### config.mk
export PLATFORM = sky130hd
export DESIGN_NAME = sound_ram_arb_flat
export DESIGN_NICKNAME = d
export VERILOG_FILES = /design/src/rtl/sound_ram_arb_if.sv /design/src/rtl/sound_ram_arb.sv /design/src/flat_wrapper.sv
export SDC_FILE = /design/constraint.sdc
export NUM_CORES = 1
export LEC_CHECK = 0
export ABC_AREA = 1
export CORE_MARGIN = 2
export CORE_UTILIZATION = 30
export CTS_CLUSTER_DIAMETER = 150
export DETAILED_ROUTE_END_ITERATION = 8
export REMOVE_ABC_BUFFERS = 1
export SYNTH_ARGS = -nofsm -noshare
export SYNTH_HDL_FRONTEND = slang
export SYNTH_SLANG_ARGS = --single-unit
export TNS_END_PERCENT = 1
### constraint.sdc
create_clock -name CLK_14M -period 5.4 [get_ports CLK_14M]
set_input_delay 0.54 -clock CLK_14M [delete_from_list [all_inputs] [get_ports CLK_14M]]
set_output_delay 0.54 -clock CLK_14M [all_outputs]
set_load 0.01 [all_outputs]
### src/rtl/sound_ram_arb_if.sv
// Handshake bundle between the DOC fetch path, the GLU host path
// and the shared sound RAM.
interface sound_ram_arb_if #(
  parameter int ADDR_W = 16,
  parameter int DATA_W = 8
);
  logic              doc_req;
  logic [ADDR_W-1:0] doc_addr;
  logic              doc_valid;
  logic [DATA_W-1:0] doc_data;
  logic              doc_overrun;
  logic              host_req;
  logic              host_wr;
  logic [ADDR_W-1:0] host_addr;
  logic [DATA_W-1:0] host_wdata;
  logic              host_ack;
  logic [DATA_W-1:0] host_rdata;
  logic [ADDR_W-1:0] ram_addr;
  logic              ram_we;
  logic [DATA_W-1:0] ram_wdata;
  logic [DATA_W-1:0] ram_rdata;

  modport slave (
    input  doc_req, doc_addr,
    input  host_req, host_wr,
    input  host_addr, host_wdata,
    input  ram_rdata,
    output doc_valid, doc_data,
    output doc_overrun,
    output host_ack, host_rdata,
    output ram_addr, ram_we,
    output ram_wdata
  );

  modport master (
    output doc_req, doc_addr,
    output host_req, host_wr,
    output host_addr, host_wdata,
    output ram_rdata,
    input  doc_valid, doc_data,
    input  doc_overrun,
    input  host_ack, host_rdata,
    input  ram_addr, ram_we,
    input  ram_wdata
  );
endinterface

### src/rtl/sound_ram_arb.sv
// Sound RAM arbiter: DOC reads with strict priority over
// GLU host reads/writes, serialized onto one sync RAM.
module sound_ram_arb #(
  parameter int ADDR_W = 16,
  parameter int DATA_W = 8
) (
  input logic           CLK_14M,
  input logic           reset,
  sound_ram_arb_if.slave bus
);
  localparam logic [2:0] IDLE  = 3'd0;
  localparam logic [2:0] DOC_A = 3'd1;
  localparam logic [2:0] DOC_D = 3'd2;
  localparam logic [2:0] HST_A = 3'd3;
  localparam logic [2:0] HST_D = 3'd4;
  localparam logic [2:0] HST_W = 3'd5;

  logic [2:0]        state;
  logic              doc_pend;
  logic [ADDR_W-1:0] doc_pend_addr;
  logic              doc_valid;
  logic [DATA_W-1:0] doc_data;
  logic              doc_overrun;
  logic              host_ack;
  logic [DATA_W-1:0] host_rdata;
  logic [ADDR_W-1:0] ram_addr;
  logic              ram_we;
  logic [DATA_W-1:0] ram_wdata;

  logic doc_take;
  logic doc_consume;
  logic doc_direct;
  logic host_go;

  assign doc_take    = (state == IDLE)
                     && (doc_pend || bus.doc_req);
  assign doc_consume = doc_take && doc_pend;
  assign doc_direct  = doc_take && !doc_pend;
  assign host_go     = bus.host_req && !host_ack;

  assign bus.doc_valid   = doc_valid;
  assign bus.doc_data    = doc_data;
  assign bus.doc_overrun = doc_overrun;
  assign bus.host_ack    = host_ack;
  assign bus.host_rdata  = host_rdata;
  assign bus.ram_addr    = ram_addr;
  assign bus.ram_we      = ram_we;
  assign bus.ram_wdata   = ram_wdata;

  // One-entry DOC queue; a request that arrives while the
  // slot is freed this edge takes the slot instead of dropping.
  always_ff @(posedge CLK_14M or posedge reset) begin
    if (reset) begin
      doc_pend      <= 1'b0;
      doc_pend_addr <= '0;
      doc_overrun   <= 1'b0;
    end else begin
      if (bus.doc_req && !doc_direct) begin
        if (doc_pend && !doc_consume) begin
          doc_overrun <= 1'b1;
        end else begin
          doc_pend      <= 1'b1;
          doc_pend_addr <= bus.doc_addr;
        end
      end else if (doc_consume) begin
        doc_pend <= 1'b0;
      end
    end
  end

  always_ff @(posedge CLK_14M or posedge reset) begin
    if (reset) begin
      state      <= IDLE;
      doc_valid  <= 1'b0;
      doc_data   <= '0;
      host_ack   <= 1'b0;
      host_rdata <= '0;
      ram_addr   <= '0;
      ram_we     <= 1'b0;
      ram_wdata  <= '0;
    end else begin
      doc_valid <= 1'b0;
      host_ack  <= 1'b0;
      case (state)
        IDLE: begin
          if (doc_take) begin
            ram_addr <= doc_pend ? doc_pend_addr
                                 : bus.doc_addr;
            ram_we   <= 1'b0;
            state    <= DOC_A;
          end else if (host_go) begin
            ram_addr <= bus.host_addr;
            if (bus.host_wr) begin
              ram_wdata <= bus.host_wdata;
              ram_we    <= 1'b1;
              state     <= HST_W;
            end else begin
              state <= HST_A;
            end
          end
        end
        DOC_A: state <= DOC_D;
        DOC_D: begin
          doc_data  <= bus.ram_rdata;
          doc_valid <= 1'b1;
          state     <= IDLE;
        end
        HST_A: state <= HST_D;
        HST_D: begin
          host_rdata <= bus.ram_rdata;
          host_ack   <= 1'b1;
          state      <= IDLE;
        end
        HST_W: begin
          ram_we   <= 1'b0;
          host_ack <= 1'b1;
          state    <= IDLE;
        end
        default: begin
          ram_we <= 1'b0;
          state  <= IDLE;
        end
      endcase
    end
  end
endmodule

### src/flat_wrapper.sv
// flat-port wrapper written by rule: the top's interface ports become plain ports
module sound_ram_arb_flat 
#(
  parameter int ADDR_W = 16,
  parameter int DATA_W = 8
)
  (CLK_14M, reset, bus_doc_req, bus_doc_addr, bus_host_req, bus_host_wr, bus_host_addr, bus_host_wdata, bus_ram_rdata, bus_doc_valid, bus_doc_data, bus_doc_overrun, bus_host_ack, bus_host_rdata, bus_ram_addr, bus_ram_we, bus_ram_wdata);
  sound_ram_arb_if #(.ADDR_W(ADDR_W), .DATA_W(DATA_W)) bus_i ();
  input logic CLK_14M;
  input logic reset;
  input wire logic [$bits(bus_i.doc_req)-1:0] bus_doc_req;
  input wire logic [$bits(bus_i.doc_addr)-1:0] bus_doc_addr;
  input wire logic [$bits(bus_i.host_req)-1:0] bus_host_req;
  input wire logic [$bits(bus_i.host_wr)-1:0] bus_host_wr;
  input wire logic [$bits(bus_i.host_addr)-1:0] bus_host_addr;
  input wire logic [$bits(bus_i.host_wdata)-1:0] bus_host_wdata;
  input wire logic [$bits(bus_i.ram_rdata)-1:0] bus_ram_rdata;
  output wire logic [$bits(bus_i.doc_valid)-1:0] bus_doc_valid;
  output wire logic [$bits(bus_i.doc_data)-1:0] bus_doc_data;
  output wire logic [$bits(bus_i.doc_overrun)-1:0] bus_doc_overrun;
  output wire logic [$bits(bus_i.host_ack)-1:0] bus_host_ack;
  output wire logic [$bits(bus_i.host_rdata)-1:0] bus_host_rdata;
  output wire logic [$bits(bus_i.ram_addr)-1:0] bus_ram_addr;
  output wire logic [$bits(bus_i.ram_we)-1:0] bus_ram_we;
  output wire logic [$bits(bus_i.ram_wdata)-1:0] bus_ram_wdata;
  assign bus_i.doc_req = bus_doc_req;
  assign bus_i.doc_addr = bus_doc_addr;
  assign bus_i.host_req = bus_host_req;
  assign bus_i.host_wr = bus_host_wr;
  assign bus_i.host_addr = bus_host_addr;
  assign bus_i.host_wdata = bus_host_wdata;
  assign bus_i.ram_rdata = bus_ram_rdata;
  assign bus_doc_valid = bus_i.doc_valid;
  assign bus_doc_data = bus_i.doc_data;
  assign bus_doc_overrun = bus_i.doc_overrun;
  assign bus_host_ack = bus_i.host_ack;
  assign bus_host_rdata = bus_i.host_rdata;
  assign bus_ram_addr = bus_i.ram_addr;
  assign bus_ram_we = bus_i.ram_we;
  assign bus_ram_wdata = bus_i.ram_wdata;
  sound_ram_arb #(.ADDR_W(ADDR_W), .DATA_W(DATA_W)) u_core (.CLK_14M(CLK_14M), .reset(reset), .bus(bus_i));
endmodule
==> impl_metrics.env <==
export IMPL_die_height_microns=105.5
export IMPL_whs_ns=0.4736
export IMPL_grt_antenna_before_repair=0
export IMPL_reg2reg_depth=5
export IMPL_synth_flop_cell="dfrtp_1"
export IMPL_wl_microns=7749
export IMPL_cts_setup_buffers=0
export IMPL_cts_buffers_inserted=9
export IMPL_tritoncts="built"
export IMPL_start_kind="primary input"
export IMPL_place_area_sq_um=4105
export IMPL_gp_congestion=0.7748
export IMPL_drt_first_pass_iters=4
export IMPL_reg2reg_to="u_core.doc_pend_addr[15]$_DFFE_PP0P_"
export IMPL_dp_cells=596
export IMPL_design_core_area_sq_um=10140
export IMPL_clock_skew_ns=0.01074
export IMPL_io_buffers=96
export IMPL_finalSetupTns_ns=0
export IMPL_run_status="complete, no violations"
export IMPL_design_die_area_sq_um=11130
export IMPL_setup_viol=0
export IMPL_drive_above_1_share=0.08824
export IMPL_gr_usage_all_layers=0.1459
export IMPL_slew_violations=0
export IMPL_crit_type="in2reg"
export IMPL_finalCritPeriodShare=0.4679
export IMPL_max_slew_margin=0.3845
export IMPL_synth_avg_cell_area_sq_um=8.130
export IMPL_crit_fanout=19
export IMPL_ys_seq_area_frac=0.5184
export IMPL_mostFrequentLayoutCells="nand2_1, clkdlybuf4s50_1, dfrtp_1, o21ai_0, inv_1"
export IMPL_whs_path_depth=2
export IMPL_r2r_start="u_core.doc_pend$_DFFE_PP0P_"
export IMPL_vias_per_cell=4.420
export IMPL_syn_area_sq_um=3089
export IMPL_hold_violations=0
export IMPL_hold_path_end="u_core.doc_pend_addr[11]$_DFFE_PP0P_"
export IMPL_area_delta_synth_final_pct=39.77
export IMPL_synth_ff_latch_count=64
export IMPL_power_per_cell_area_nw_per_um2=581.3
export IMPL_die_x_microns=105.5
export IMPL_wl_per_cell_microns=12.66
export IMPL_max_freq_mhz=395.8
export IMPL_synth_distinct_cells=25
export IMPL_grt_pass1_vias=2610
export IMPL_via_count=2705
export IMPL_layout_commonest_cell="nand2_1"
export IMPL_rsz0062_at_grt="false"
export IMPL_hold_path_class="reg2reg"
export IMPL_grt_overflow=0
export IMPL_drcViolationCount=0
export IMPL_clkTransAtPathRegs_ns=0.07
export IMPL_max_vdd_ir_drop_v=0.0002194
export IMPL_nNetsFinal=524
export IMPL_cts_root_buf="clkbuf_8"
export IMPL_synth_edff_count=0
export IMPL_initial_core_util=0.3047
export IMPL_r2r_slack_ns=3.31
export IMPL_required_ns=5.62
export IMPL_drtAntennaViolNets=0
export IMPL_arrival_ns=2.75
export IMPL_design_area_sq_um=4318
export IMPL_syn_inst=380
export IMPL_power_leakage_uw=0.002143
export IMPL_yosys_warnings=0
export IMPL_min_delay_start="u_core.doc_pend_addr[11]$_DFFE_PP0P_"
export IMPL_drtIter0Drc=147
export IMPL_grt_pass1_wl_microns=12930
export IMPL_max_cap_violations=0
export IMPL_clkLatencyLatePin_ns=0.34
export IMPL_cts_sinks=64
export IMPL_period_needed_ns=2.526
export IMPL_hpwl_microns=5472
export IMPL_cp_end_kind="flip-flop"
export IMPL_final_cells=612
export IMPL_fillers=1012
export IMPL_cts_resized=0
export IMPL_htree_levels=3
export IMPL_grt_max_degree=65
export IMPL_worst_pin_slew_ns=0.9204
export IMPL_diodes=0
export IMPL_clk_path_buf_depth=2
export IMPL_num_rows=37
export IMPL_utilization=0.4259
export IMPL_cts_hold_buf=0
export IMPL_io_pins=97
export IMPL_synth_async_sr_flop_share=1.000
[final cells by class]
class                   count  area (sq um)  area share
flip-flops and latches     64          1602      0.3709
clock buffers              11         131.4     0.03043
multi-input cells         270          1254      0.2904
repair buffers             97         968.4      0.2243
well taps                 136         170.2     0.03941
inverters                  29         111.4     0.02579
clock inverters             5         81.33     0.01884
[cells in the mapped netlist (2+ instances only)]
library cell,number,area share
nor2_2,2,0.0040
dfrtp_1,64,0.52
nand2_1,189,0.23
nor2_1,4,0.0049
nor2_4,3,0.011
nor2_8,2,0.013
nand3_1,2,0.0032
buf_6,6,0.022
buf_2,5,0.0081
inv_1,26,0.032
o21ai_2,8,0.023
inv_2,2,0.0024
nand4_1,18,0.036
nand2_4,2,0.0073
clkbuf_1,3,0.0036
o21ai_0,32,0.052
buf_4,2,0.0049
nand2_2,3,0.0061
[cells by family (layout without fill, tap and decap cells)]
group / count (synthesis) / count (layout) / synth area share
DFF: 64 / 64 / 0.5184
AOI/OAI and AO/OA: 43 / 43 / 0.08141
buffers and inverters: 46 / 142 / 0.07573
and+or+nand+nor: 227 / 227 / 0.3244
[how the worst max path moves through the flow]
stage	start	endpoint	slack, ns	depth (start not counted)
3_3_place_gp	bus_doc_req	u_core.bus.ram_wdata[0]$_DFFE_PP0P_	2.57	7
5_1_grt	bus_doc_req	u_core.bus.ram_wdata[0]$_DFFE_PP0P_	2.68	7
3_5_place_dp	bus_doc_req	u_core.bus.ram_wdata[3]$_DFFE_PP0P_	2.52	7
4_1_cts	bus_doc_req	u_core.bus.ram_wdata[3]$_DFFE_PP0P_	2.89	7
2_1_floorplan	reset	u_core.bus.doc_data[0]$_DFFE_PP0P_	3.26	1
6_report	bus_doc_req	u_core.bus.ram_wdata[3]$_DFFE_PP0P_	2.87	7
[flip-flops by register name (all words and copies together), names as in the netlist]
register and flops:
u_core.bus.host_rdata 8, u_core.bus.ram_we 1, u_core.bus.host_ack 1, u_core.state 3
u_core.doc_pend 1, u_core.bus.doc_valid 1, u_core.bus.doc_data 8, u_core.bus.ram_wdata 8
u_core.doc_pend_addr 16, u_core.bus.ram_addr 16, u_core.bus.doc_overrun 1
[metrics by stage]
step / total power, uW / setup slack [ns]
after floorplan: 1546 / 3.262
after global placement: 2061 / 2.573
after detailed placement: 2086 / 2.525
after CTS: 2543 / 2.888
after global routing: 2733 / 2.681
final: 2510 / 2.874
[layer usage]
layer | global-route usage | routed length, microns | vias to the layer above
li1 | - | - | 1382
met5 | 0 | 0 | -
met1 | 0.2023 | 3683 | 1235
met3 | 0.03834 | 454 | 8
met4 | 0.03810 | 91 | 0
met2 | 0.2263 | 3521 | 80
[worst max-delay path: stages]
cell and delay, ns:
clkdlybuf4s50_1 0.89, nor2_8 0.48, inv_2 0.11, nor2_4 0.14, nand3_2 0.32, nand2_1 0.19
o21ai_2 0.07
[power breakdown]
| group | internal (uW) | switching, uW | leakage (uW) | total [uW] |
|---|---|---|---|---|
| Sequential | 711 | 153 | 0.000794 | 864 |
| Combinational | 526 | 676 | 0.00125 | 1200 |
| Clock | 260 | 183 | 0.000104 | 444 |
| Total | 1500 | 1010 | 0.00214 | 2510 |
Note: power is estimated with default switching activity, not from simulation.
